File: src/rtl/darktimer_if.sv
// ============================================================================
// darktimer_if : word-access bus between a host and the darktimer block
// Rev 1.0
// ============================================================================
`default_nettype none

interface darktimer_if;
  logic        XDREQ;
  logic        XWR;
  logic        XRD;
  logic [3:0]  XBE;
  logic [31:0] XADDR;
  logic [31:0] XATAI;
  logic [31:0] XATAO;
  logic        XDACK;
  logic        XIRQ;
  logic [3:0]  DEBUG;

  modport master (
    output XDREQ, XWR, XRD, XBE, XADDR, XATAI,
    input  XATAO, XDACK, XIRQ, DEBUG
  );

  modport slave (
    input  XDREQ, XWR, XRD, XBE, XADDR, XATAI,
    output XATAO, XDACK, XIRQ, DEBUG
  );
endinterface

`default_nettype wire

File: src/rtl/darktimer.sv
// ============================================================================
// darktimer : NCH-channel down-counting timer with pending/mask interrupt;
//             DARKTIMER_PRESCALER_EN adds a 16-bit tick prescaler. Rev 1.0
// ============================================================================
`default_nettype none

module darktimer #(
  parameter int NCH = 4,
  parameter int CW  = 32
) (
  input wire         CLK,
  input wire         RESN,
  darktimer_if.slave bus
);

  localparam logic [CW-1:0] C_ONE = 1;

  logic              w_wr;
  logic              w_rd;
  logic [5:0]        w_idx;
  logic              w_ch_hit;
  logic [3:0]        w_ch_sel;
  logic [1:0]        w_ch_off;
  logic              w_tick;
  logic [15:0]       w_prescale_rd;
  logic [NCH-1:0]    w_expire;
  logic [NCH-1:0]    w_w1c;
  logic [31:0]       w_rd_mux;
  logic              w_unused;

  logic [NCH-1:0]    r_pend;
  logic [NCH-1:0]    r_mask;
  logic [CW-1:0]     r_reload [NCH];
  logic [CW-1:0]     r_count  [NCH];
  logic [NCH-1:0]    r_en;
  logic [NCH-1:0]    r_per;
  logic              r_ack;
  logic [31:0]       r_rdata;

  // A write owns its cycle; a read is refused while its predecessor is still being acknowledged
  assign w_wr     = bus.XDREQ && bus.XWR;
  assign w_rd     = bus.XDREQ && bus.XRD && !bus.XWR && !r_ack;
  assign w_idx    = bus.XADDR[7:2];
  assign w_ch_hit = (w_idx[5:2] != 4'd0);
  assign w_ch_sel = w_idx[5:2] - 4'd1;
  assign w_ch_off = w_idx[1:0];
  assign w_w1c    = (w_wr && w_idx == 6'd1) ? bus.XATAI[NCH-1:0] : '0;
  assign w_unused = ^{bus.XBE, bus.XADDR, bus.XATAI};

`ifdef DARKTIMER_PRESCALER_EN
  logic [15:0] r_prescale;
  logic [15:0] r_pcnt;

  always_ff @(posedge CLK) begin
    if (!RESN) begin
      r_prescale <= '0;
      r_pcnt     <= '0;
    end else if (w_wr && w_idx == 6'd3) begin
      r_prescale <= bus.XATAI[15:0];
      r_pcnt     <= bus.XATAI[15:0];
    end else if (r_pcnt == 16'd0) begin
      r_pcnt <= r_prescale;
    end else begin
      r_pcnt <= r_pcnt - 16'd1;
    end
  end

  assign w_tick        = (r_pcnt == 16'd0);
  assign w_prescale_rd = r_prescale;
`else
  assign w_tick        = 1'b1;
  assign w_prescale_rd = '0;
`endif

  always_comb begin
    w_expire = '0;
    for (int n = 0; n < NCH; n++) begin
      w_expire[n] = w_tick && r_en[n] && (r_count[n] == '0);
    end
  end

  always_ff @(posedge CLK) begin
    if (!RESN) begin
      for (int n = 0; n < NCH; n++) begin
        r_reload[n] <= '0;
        r_count[n]  <= '0;
      end
      r_en  <= '0;
      r_per <= '0;
    end else begin
      for (int n = 0; n < NCH; n++) begin
        if (w_tick && r_en[n]) begin
          if (r_count[n] != '0) begin
            r_count[n] <= r_count[n] - C_ONE;
          end else if (r_per[n]) begin
            r_count[n] <= r_reload[n];
          end else begin
            r_en[n] <= 1'b0;
          end
        end
        // Bus writes come last so a CTRL load or freeze overrides this edge's tick
        if (w_wr && w_ch_hit && w_ch_sel == 4'(n)) begin
          case (w_ch_off)
            2'd0: r_reload[n] <= bus.XATAI[CW-1:0];
            2'd2: begin
              r_en[n]  <= bus.XATAI[0];
              r_per[n] <= bus.XATAI[1];
              if ((bus.XATAI[0] && !r_en[n]) || bus.XATAI[2]) begin
                r_count[n] <= r_reload[n];
              end else if (!bus.XATAI[0]) begin
                r_count[n] <= r_count[n];
              end
            end
            default: ;
          endcase
        end
      end
    end
  end

  always_ff @(posedge CLK) begin
    if (!RESN) begin
      r_pend <= '0;
      r_mask <= '0;
    end else begin
      r_pend <= (r_pend & ~w_w1c) | w_expire;
      if (w_wr && w_idx == 6'd2) begin
        r_mask <= bus.XATAI[NCH-1:0];
      end
    end
  end

  always_comb begin
    w_rd_mux = '0;
    case (w_idx)
      6'd0: w_rd_mux = {16'h0000, 8'(NCH), 8'h01};
      6'd1: w_rd_mux[NCH-1:0] = r_pend;
      6'd2: w_rd_mux[NCH-1:0] = r_mask;
      6'd3: w_rd_mux[15:0] = w_prescale_rd;
      default: begin
        for (int n = 0; n < NCH; n++) begin
          if (w_ch_hit && w_ch_sel == 4'(n)) begin
            case (w_ch_off)
              2'd0:    w_rd_mux[CW-1:0] = r_reload[n];
              2'd1:    w_rd_mux[CW-1:0] = r_count[n];
              2'd2:    w_rd_mux[1:0]    = {r_per[n], r_en[n]};
              default: ;
            endcase
          end
        end
      end
    endcase
  end

  always_ff @(posedge CLK) begin
    if (!RESN) begin
      r_ack   <= 1'b0;
      r_rdata <= '0;
    end else begin
      r_ack <= w_rd;
      if (w_rd) begin
        r_rdata <= w_rd_mux;
      end
    end
  end

  assign bus.XATAO = r_rdata;
  assign bus.XDACK = RESN && (w_wr || r_ack);
  assign bus.XIRQ  = RESN && (|(r_pend & r_mask));
  assign bus.DEBUG = {bus.XDREQ, bus.XRD, bus.XWR, bus.XDACK};

endmodule

`default_nettype wire
File: src/flat_wrapper.sv
// flat-port wrapper written by rule: the top's interface ports become plain ports
module darktimer_flat 
#(
  parameter int NCH = 4,
  parameter int CW  = 32
)
  (CLK, RESN, bus_XDREQ, bus_XWR, bus_XRD, bus_XBE, bus_XADDR, bus_XATAI, bus_XATAO, bus_XDACK, bus_XIRQ, bus_DEBUG);
  darktimer_if bus_i ();
  input wire CLK;
  input wire RESN;
  input wire logic [$bits(bus_i.XDREQ)-1:0] bus_XDREQ;
  input wire logic [$bits(bus_i.XWR)-1:0] bus_XWR;
  input wire logic [$bits(bus_i.XRD)-1:0] bus_XRD;
  input wire logic [$bits(bus_i.XBE)-1:0] bus_XBE;
  input wire logic [$bits(bus_i.XADDR)-1:0] bus_XADDR;
  input wire logic [$bits(bus_i.XATAI)-1:0] bus_XATAI;
  output wire logic [$bits(bus_i.XATAO)-1:0] bus_XATAO;
  output wire logic [$bits(bus_i.XDACK)-1:0] bus_XDACK;
  output wire logic [$bits(bus_i.XIRQ)-1:0] bus_XIRQ;
  output wire logic [$bits(bus_i.DEBUG)-1:0] bus_DEBUG;
  assign bus_i.XDREQ = bus_XDREQ;
  assign bus_i.XWR = bus_XWR;
  assign bus_i.XRD = bus_XRD;
  assign bus_i.XBE = bus_XBE;
  assign bus_i.XADDR = bus_XADDR;
  assign bus_i.XATAI = bus_XATAI;
  assign bus_XATAO = bus_i.XATAO;
  assign bus_XDACK = bus_i.XDACK;
  assign bus_XIRQ = bus_i.XIRQ;
  assign bus_DEBUG = bus_i.DEBUG;
  darktimer #(.NCH(NCH), .CW(CW)) u_core (.CLK(CLK), .RESN(RESN), .bus(bus_i));
endmodule
File: config.mk
export PLATFORM = sky130hd
export DESIGN_NAME = darktimer_flat
export DESIGN_NICKNAME = d
export VERILOG_FILES = /design/src/rtl/darktimer_if.sv /design/src/rtl/darktimer.sv /design/src/flat_wrapper.sv
export SDC_FILE = /design/constraint.sdc
export NUM_CORES = 1
export LEC_CHECK = 0
export BUFFER_PORTS_ARGS = -buffer_cell sky130_fd_sc_hd__buf_2
export CORE_MARGIN = 2
export CORE_UTILIZATION = 56
export CTS_CLUSTER_SIZE = 16
export DETAILED_ROUTE_END_ITERATION = 7
export PLACE_DENSITY = 0.79
export SLEW_MARGIN = 0
export SYNTH_ARGS = -nofsm -noshare
export SYNTH_HDL_FRONTEND = slang
export SYNTH_SLANG_ARGS = --single-unit
File: constraint.sdc
create_clock -name CLK -period 5.52 [get_ports CLK]
set_input_delay 0.552 -clock CLK [delete_from_list [all_inputs] [get_ports CLK]]
set_output_delay 0.552 -clock CLK [all_outputs]
set_load 0.005 [all_outputs]
==> results of run 1 <==
## layout make-up
cell class	instances	area [sq um]	area share
clock buffer	52	960	0.0516
clock inverter	9	70.1	0.00377
inverter	23	86.3	0.00465
multi-input combinational	1114	7710	0.415
sequential	305	8670	0.466
tap	390	488	0.0263
timing repair buffer	106	602	0.0324
## critical path, stage by stage (launching register included)
cell and delay (ns):
edfxtp_1 0.44, inv_1 0.11, ha_1 0.19, nor3b_1 0.64
nand4_1 0.62, nor2_1 0.76, a41o_1 0.35, nor2b_2 0.15
buf_4 0.37, a311oi_1 0.10
## final timing paths
| check | depth (start not counted) | end | slack, ns | from |
|---|---|---|---|---|
| worst min register to register | 2 | u_core.bus.XATAO[2] | 0.45 | u_core.bus.XATAO[2] |
| worst max register to register | 9 | u_core.r_count[0][77] | 1.46 | u_core.r_count[0][64] |
| worst min-delay path | 3 | u_core.r_mask[3] | 0.29 | bus_XATAI[3] |
| worst max-delay path | 9 | u_core.r_count[0][77] | 1.46 | u_core.r_count[0][64] |
## logic make-up (layout without fill, tap and decap cells)
family          after synthesis  in the layout  share of synthesized area
compound gates              311            311                      0.138
mux                         130            130                     0.0791
simple gates                557            557                      0.174
xor+xnor                    111            111                     0.0577
buf+inv                     136            190                     0.0331
fa+ha+maj                     5              5                    0.00372
flops                       305            305                      0.515
## per-stage QoR
step                utilization  worst slack [ns]  area, sq um
global route              0.627              1.42        18600
detailed placement        0.592              1.71        17600
finish                    0.627              1.46        18600
CTS                       0.627              1.79        18600
global placement          0.592              1.73        17600
floorplan                     -             0.752        16800
## routing by layer
| metal | routed length (microns) | vias to the layer above | part of all wire | global-route usage |
|---|---|---|---|---|
| li1 | - | 5954 | - | - |
| met1 | 18700 | 6519 | 0.40 | 0.414 |
| met2 | 21600 | 773 | 0.46 | 0.462 |
| met3 | 4380 | 137 | 0.093 | 0.0480 |
| met4 | 2500 | 0 | 0.053 | 0.143 |
| met5 | 0 | - | 0 | 0 |
## state kept, by name, summed over array words and instances, names as in the netlist
register and flops:
u_core.bus.XATAO 32, u_core.r_ack 1, u_core.r_count 128, u_core.r_en 4, u_core.r_mask 4, u_core.r_pend 4, u_core.r_per 4, u_core.r_reload 128
## report_power, final
part | switching (mW) | leakage (nW) | total (mW) | internal [mW]
registers | 0.0787 | 2.93 | 2.66 | 2.58
logic | 0.237 | 3.06 | 0.361 | 0.124
clock network | 0.916 | 0.502 | 2.16 | 1.25
## layout by cell type (no fill, tap or decap), drive strengths merged, types with 5 or more instances in the layout
| master | netlist | routed |
|---|---|---|
| a211oi | 85 | 85 |
| a21oi | 33 | 33 |
| a222oi | 25 | 25 |
| a22o | 26 | 26 |
| a311oi | 11 | 11 |
| and2 | 118 | 118 |
| buf | 22 | 106 |
| clkbuf | 91 | 52 |
| clkinv | 2 | 9 |
| dfxtp | 49 | 49 |
| edfxtp | 256 | 256 |
| ha | 5 | 5 |
| inv | 21 | 22 |
| mux2 | 25 | 25 |
| mux2i | 105 | 105 |
| nand2 | 46 | 46 |
| nand3 | 15 | 15 |
| nand4 | 13 | 13 |
| nor2 | 192 | 192 |
| nor3 | 63 | 63 |
| nor4 | 29 | 29 |
| o21ai | 55 | 55 |
| o22a | 26 | 26 |
| o22ai | 5 | 5 |
| o2bb2ai | 8 | 8 |
| o31ai | 7 | 7 |
| or2 | 9 | 9 |
| or3 | 14 | 14 |
| or4 | 30 | 30 |
| xnor2 | 73 | 73 |
| xor2 | 38 | 38 |
==> results.json, run 1 <==
{
  "rsz0062_at_grt": "no",
  "cp-end-kind": "flop",
  "grt_usage": 0.300,
  "post_cts_buffers": 0,
  "synthArstFlopShare": 0,
  "start_util": 0.568,
  "critPathKind": "reg -> reg",
  "total_power_mw": 5.18,
  "power_density_nw_per_um2": 279,
  "die_h_microns": 177,
  "tightest_slew_ns": 1.24,
  "crit_fanout": 32,
  "cp_data_required_time_ns": 5.74,
  "synth_flop_cell": "edfxtp_1",
  "max-vdd-ir-drop_v": 0.000240,
  "synth_cells": 1555,
  "clock-sinks": 305,
  "netlist_top_cells_count": "edfxtp_1 (256), nor2_1 (192), and2_1 (118), mux2i_1 (105), clkbuf_1 (91)",
  "drive_above_1_share": 0.135,
  "timing.hold.ws_ns": 0.287,
  "ys_seq_area_frac": 0.515,
  "globalplace.congestion": 0.939,
  "cts_buffer_depth": 3,
  "status": "finished, violations left",
  "diodes": 0,
  "hold_violations": 0,
  "critical_path.startpoint_type": "flop",
  "via_per_inst": 6.69,
  "synth.area.top_cells": "edfxtp_1 (46%), mux2i_1 (6.2%), dfxtp_1 (5.8%), and2_1 (4.4%), nor2_1 (4.3%)",
  "die-area_sq_um": 31500,
  "routedWlPerCell_microns": 23.7,
  "setup_viol": 0,
  "yosysWarnings": 0,
  "netlist_area_sq_um": 16800,
  "area.growth.synth_to_final_pct": 10.4,
  "cts_resized": 0,
  "grt_pass1_wl_mm": 72.2,
  "grt-ovfl-total": 0,
  "dpl.cell_count": 1938,
  "die_x_microns": 177,
  "htree_levels": 2,
  "setup_tns_ns": 0,
  "worstHoldPathType": "in -> reg",
  "dr.pass1.iters": 8,
  "wl_mm": 47.3,
  "timing.final.crit_share": 0.735,
  "leakagePower_nw": 6.50,
  "synth.most_common_cell": "edfxtp_1",
  "nets": 1662,
  "coreArea_sq_um": 29600,
  "violations": "DRC",
  "synth.distinct_cells": 72,
  "stdcell_count": 1999,
  "synth_nets": 1633,
  "postRouteAntennaNets": 0,
  "fill_cells": 2398,
  "dp_hpwl_mm": 31.8,
  "cts_tree": "built",
  "crit_arrival_ns": 4.27,
  "ys_ff_latch": 305,
  "placementRows": 63,
  "port-buffer-count": 80,
  "clkTransAtPathRegs_ns": 0.06,
  "grt_pass1_vias": 12400,
  "antenna_found_initial": 1,
  "synth_edf_count": 256,
  "post-synth-top-area-cell": "edfxtp_1",
  "clock_latency_ns": 0.52,
  "clock_tree.root_cell": "clkbuf_16",
  "drc": 34,
  "grt_max_degree": 65,
  "numCtsBuffers": 34,
  "slew_headroom": 0.173,
  "cts_hold_buf": 0,
  "min_period_ns": 4.06,
  "vias": 13400,
  "final_max_slew_viol_count": 0,
  "drtIter0Drc": 1704,
  "syn_avg_cell_area_sq_um": 10.8,
  "drv_cap": 0,
  "fin_skew_ns": 0.0125,
  "io_pins": 111,
  "netlist.area_leader.share": 0.457,
  "max_freq_mhz": 247
}
Note: power is estimated with default switching activity, not from simulation.
==> run 2, diff against run 1 <==
- ABC_AREA: not set -> 1
- PLACE_DENSITY: 0.79 -> 0.81
- clock period: 5.52 -> 3.4 ns (I/O delays scaled with it)
==> run 2 against run 1 <==
Net effect: the flow now finishes without violations; highest routed layer unchanged; power is 74% higher; flip-flop and latch count is the same; routed wire length up 34%; die area is 11% higher; design area increased by 11%.
==> results.json, run 2 <==
{
  "cts_hold_buf": 0,
  "drc": 0,
  "post-synth-top-area-cell": "edfxtp_1",
  "numCtsBuffers": 36,
  "ys_ff_latch": 305,
  "antenna_found_initial": 2,
  "die_x_microns": 187,
  "clock-sinks": 305,
  "post_cts_buffers": 0,
  "dp_hpwl_mm": 44.5,
  "path_buf_inv": 2,
  "critical_path.cell_chain": "inv_1, ha_1, nand2_1, nor2_1, nand2_1, nor2_1, nand4_1, buf_4, nand2_4, nand2_1, o21ai_1, nor2_1",
  "cp_slowest_cell": "nand2_4",
  "worstHoldPathType": "in -> reg",
  "grt_pass1_vias": 16400,
  "cts_resized": 0,
  "max_freq_mhz": 341,
  "placementRows": 66,
  "max-vdd-ir-drop_v": 0.000413,
  "area.growth.synth_to_final_pct": 10.0,
  "synth.area.top_cells": "edfxtp_1 (41%), nand2_1 (16%), nor2_1 (9.8%), dfxtp_1 (5.2%), inv_1 (4.2%)",
  "dpl.cell_count": 2958,
  "total_power_mw": 9.04,
  "regArea_sq_um": 8670,
  "cp_data_required_time_ns": 3.65,
  "crit_arrival_ns": 3.19,
  "clock_tree.root_cell": "clkbuf_16",
  "min_period_ns": 2.93,
  "nets": 2632,
  "yosysWarnings": 0,
  "worst_path_largest_cell_delay_ns": 0.43,
  "netlist.area_leader.share": 0.411,
  "grt-ovfl-total": 0,
  "critical_path.startpoint_type": "flop",
  "postRouteAntennaNets": 0,
  "slew_headroom": 0.324,
  "tightest_slew_ns": 1.01,
  "setup_tns_ns": 0,
  "via_per_inst": 5.90,
  "globalplace.congestion": 1.01,
  "start_util": 0.572,
  "synth_cells": 2507,
  "vias": 17800,
  "drive_above_1_share": 0.0934,
  "cts_tree": "built",
  "synth_edf_count": 256,
  "grt_max_degree": 64,
  "dr.pass1.iters": 7,
  "synthArstFlopShare": 0,
  "syn_avg_cell_area_sq_um": 7.45,
  "final_max_slew_viol_count": 0,
  "fin_skew_ns": 0.0187,
  "htree_levels": 2,
  "io_pins": 111,
  "synth.most_common_cell": "nand2_1",
  "synth_nets": 2585,
  "leakagePower_nw": 8.65,
  "die_h_microns": 187,
  "clkTransAtPathRegs_ns": 0.06,
  "port-buffer-count": 80,
  "clock_latency_ns": 0.53,
  "setup_viol": 0,
  "ys_seq_area_frac": 0.464,
  "final_cell_mix": "nand2_1 (783), nor2_1 (487), edfxtp_1 (256)",
  "timing.hold.ws_ns": 0.182,
  "wl_mm": 63.4,
  "die-area_sq_um": 34900,
  "drtIter0Drc": 2867,
  "netlist_area_sq_um": 18700,
  "routedWlPerCell_microns": 21.0,
  "timing.final.crit_share": 0.863,
  "multiInputGateArea_sq_um": 8610,
  "netlist_top_cells_count": "nand2_1 (784), nor2_1 (489), edfxtp_1 (256), inv_1 (207), nand3_1 (144)",
  "drv_cap": 0,
  "synth.distinct_cells": 47,
  "hold_violations": 0,
  "crit_fanout": 53,
  "coreArea_sq_um": 32700,
  "status": "completed",
  "rsz0062_at_grt": "no",
  "final_common_cell": "nand2_1",
  "stdcell_count": 3025,
  "grt_usage": 0.358,
  "synth_flop_cell": "edfxtp_1",
  "critPathKind": "reg -> reg",
  "fill_cells": 2911,
  "grt_pass1_wl_mm": 95.8,
  "cp-end-kind": "flop",
  "path_delay_family": "simple AND/OR/NAND/NOR gates",
  "power_density_nw_per_um2": 440,
  "cts_buffer_depth": 3
}
run 2: cell count changes in the layout (fill, tap and decap cells not counted), moves of 40 or more:
cell and change:
mux2i_1 -105, inv_1 +187, and2_1 -118, a21oi_1 +55, a211oi_1 -78, nor3_1 -52, nand2_1 +737, nand3_1 +129
nor2_1 +296, xnor2_1 -40
run 2: metal layers:
layer	GRT usage	part of all wire
met5	0	0
met4	0.212	0.068
met3	0.0743	0.13
met2	0.521	0.42
met1	0.494	0.38
run 2: power breakdown:
group / switching (mW) / total, mW / internal [mW]
Clock: 1.59 / 3.89 / 2.29
Sequential: 0.125 / 4.32 / 4.19
Combinational: 0.619 / 0.839 / 0.220
Total: 2.34 / 9.04 / 6.70
run 2: per-stage QoR:
stage	utilization	instance area [sq um]	setup slack [ns]
floorplan	-	18700	0.393
CTS	0.629	20600	0.600
detailed placement	0.593	19400	0.612
global route	0.629	20600	0.309
finish	0.629	20600	0.467
global placement	0.593	19400	0.752
run 2: worst paths after layout:
| check | start | endpoint | slack, ns | cells after the start |
|---|---|---|---|---|
| worst min register to register | u_core.bus.XATAO[18] | u_core.bus.XATAO[18] | 0.46 | 2 |
| worst max-delay path | u_core.r_count[0][32] | u_core.r_count[0][54] | 0.47 | 12 |
| worst min-delay path | bus_XATAI[0] | u_core.r_en[2] | 0.18 | 3 |
| worst max register to register | u_core.r_count[0][32] | u_core.r_count[0][54] | 0.47 | 12 |
run 2: area by class of cell:
cell class	count	share of cell area
flip-flops and latches	305	0.422
multi-input cells	1867	0.419
clock buffers	53	0.0509
inverters	227	0.0416
repair buffers	117	0.0342
well taps	442	0.0269
clock inverters	12	0.00578
diodes	2	0.000243
run 2: worst register-to-register path, delay by kind of cell (launching register included):
| kind | cells | cell delay [ns] |
|---|---|---|
| AOI/OAI and AO/OA | 1 | 0.11 |
| buffers and inverters | 2 | 0.38 |
| and+or+nand+nor | 8 | 1.47 |
| adders and majority gates | 1 | 0.34 |
| DFF | 1 | 0.37 |
run 2: logic make-up (layout without fill, tap and decap cells):
kind of cell	Yosys count	count (layout)	synth area share
xor+xnor	104	104	0.0487
buf+inv	335	409	0.0767
simple gates	1509	1509	0.334
compound gates	249	249	0.0736
fa+ha+maj	5	5	0.00335
other cells	0	2	0
flops	305	305	0.464
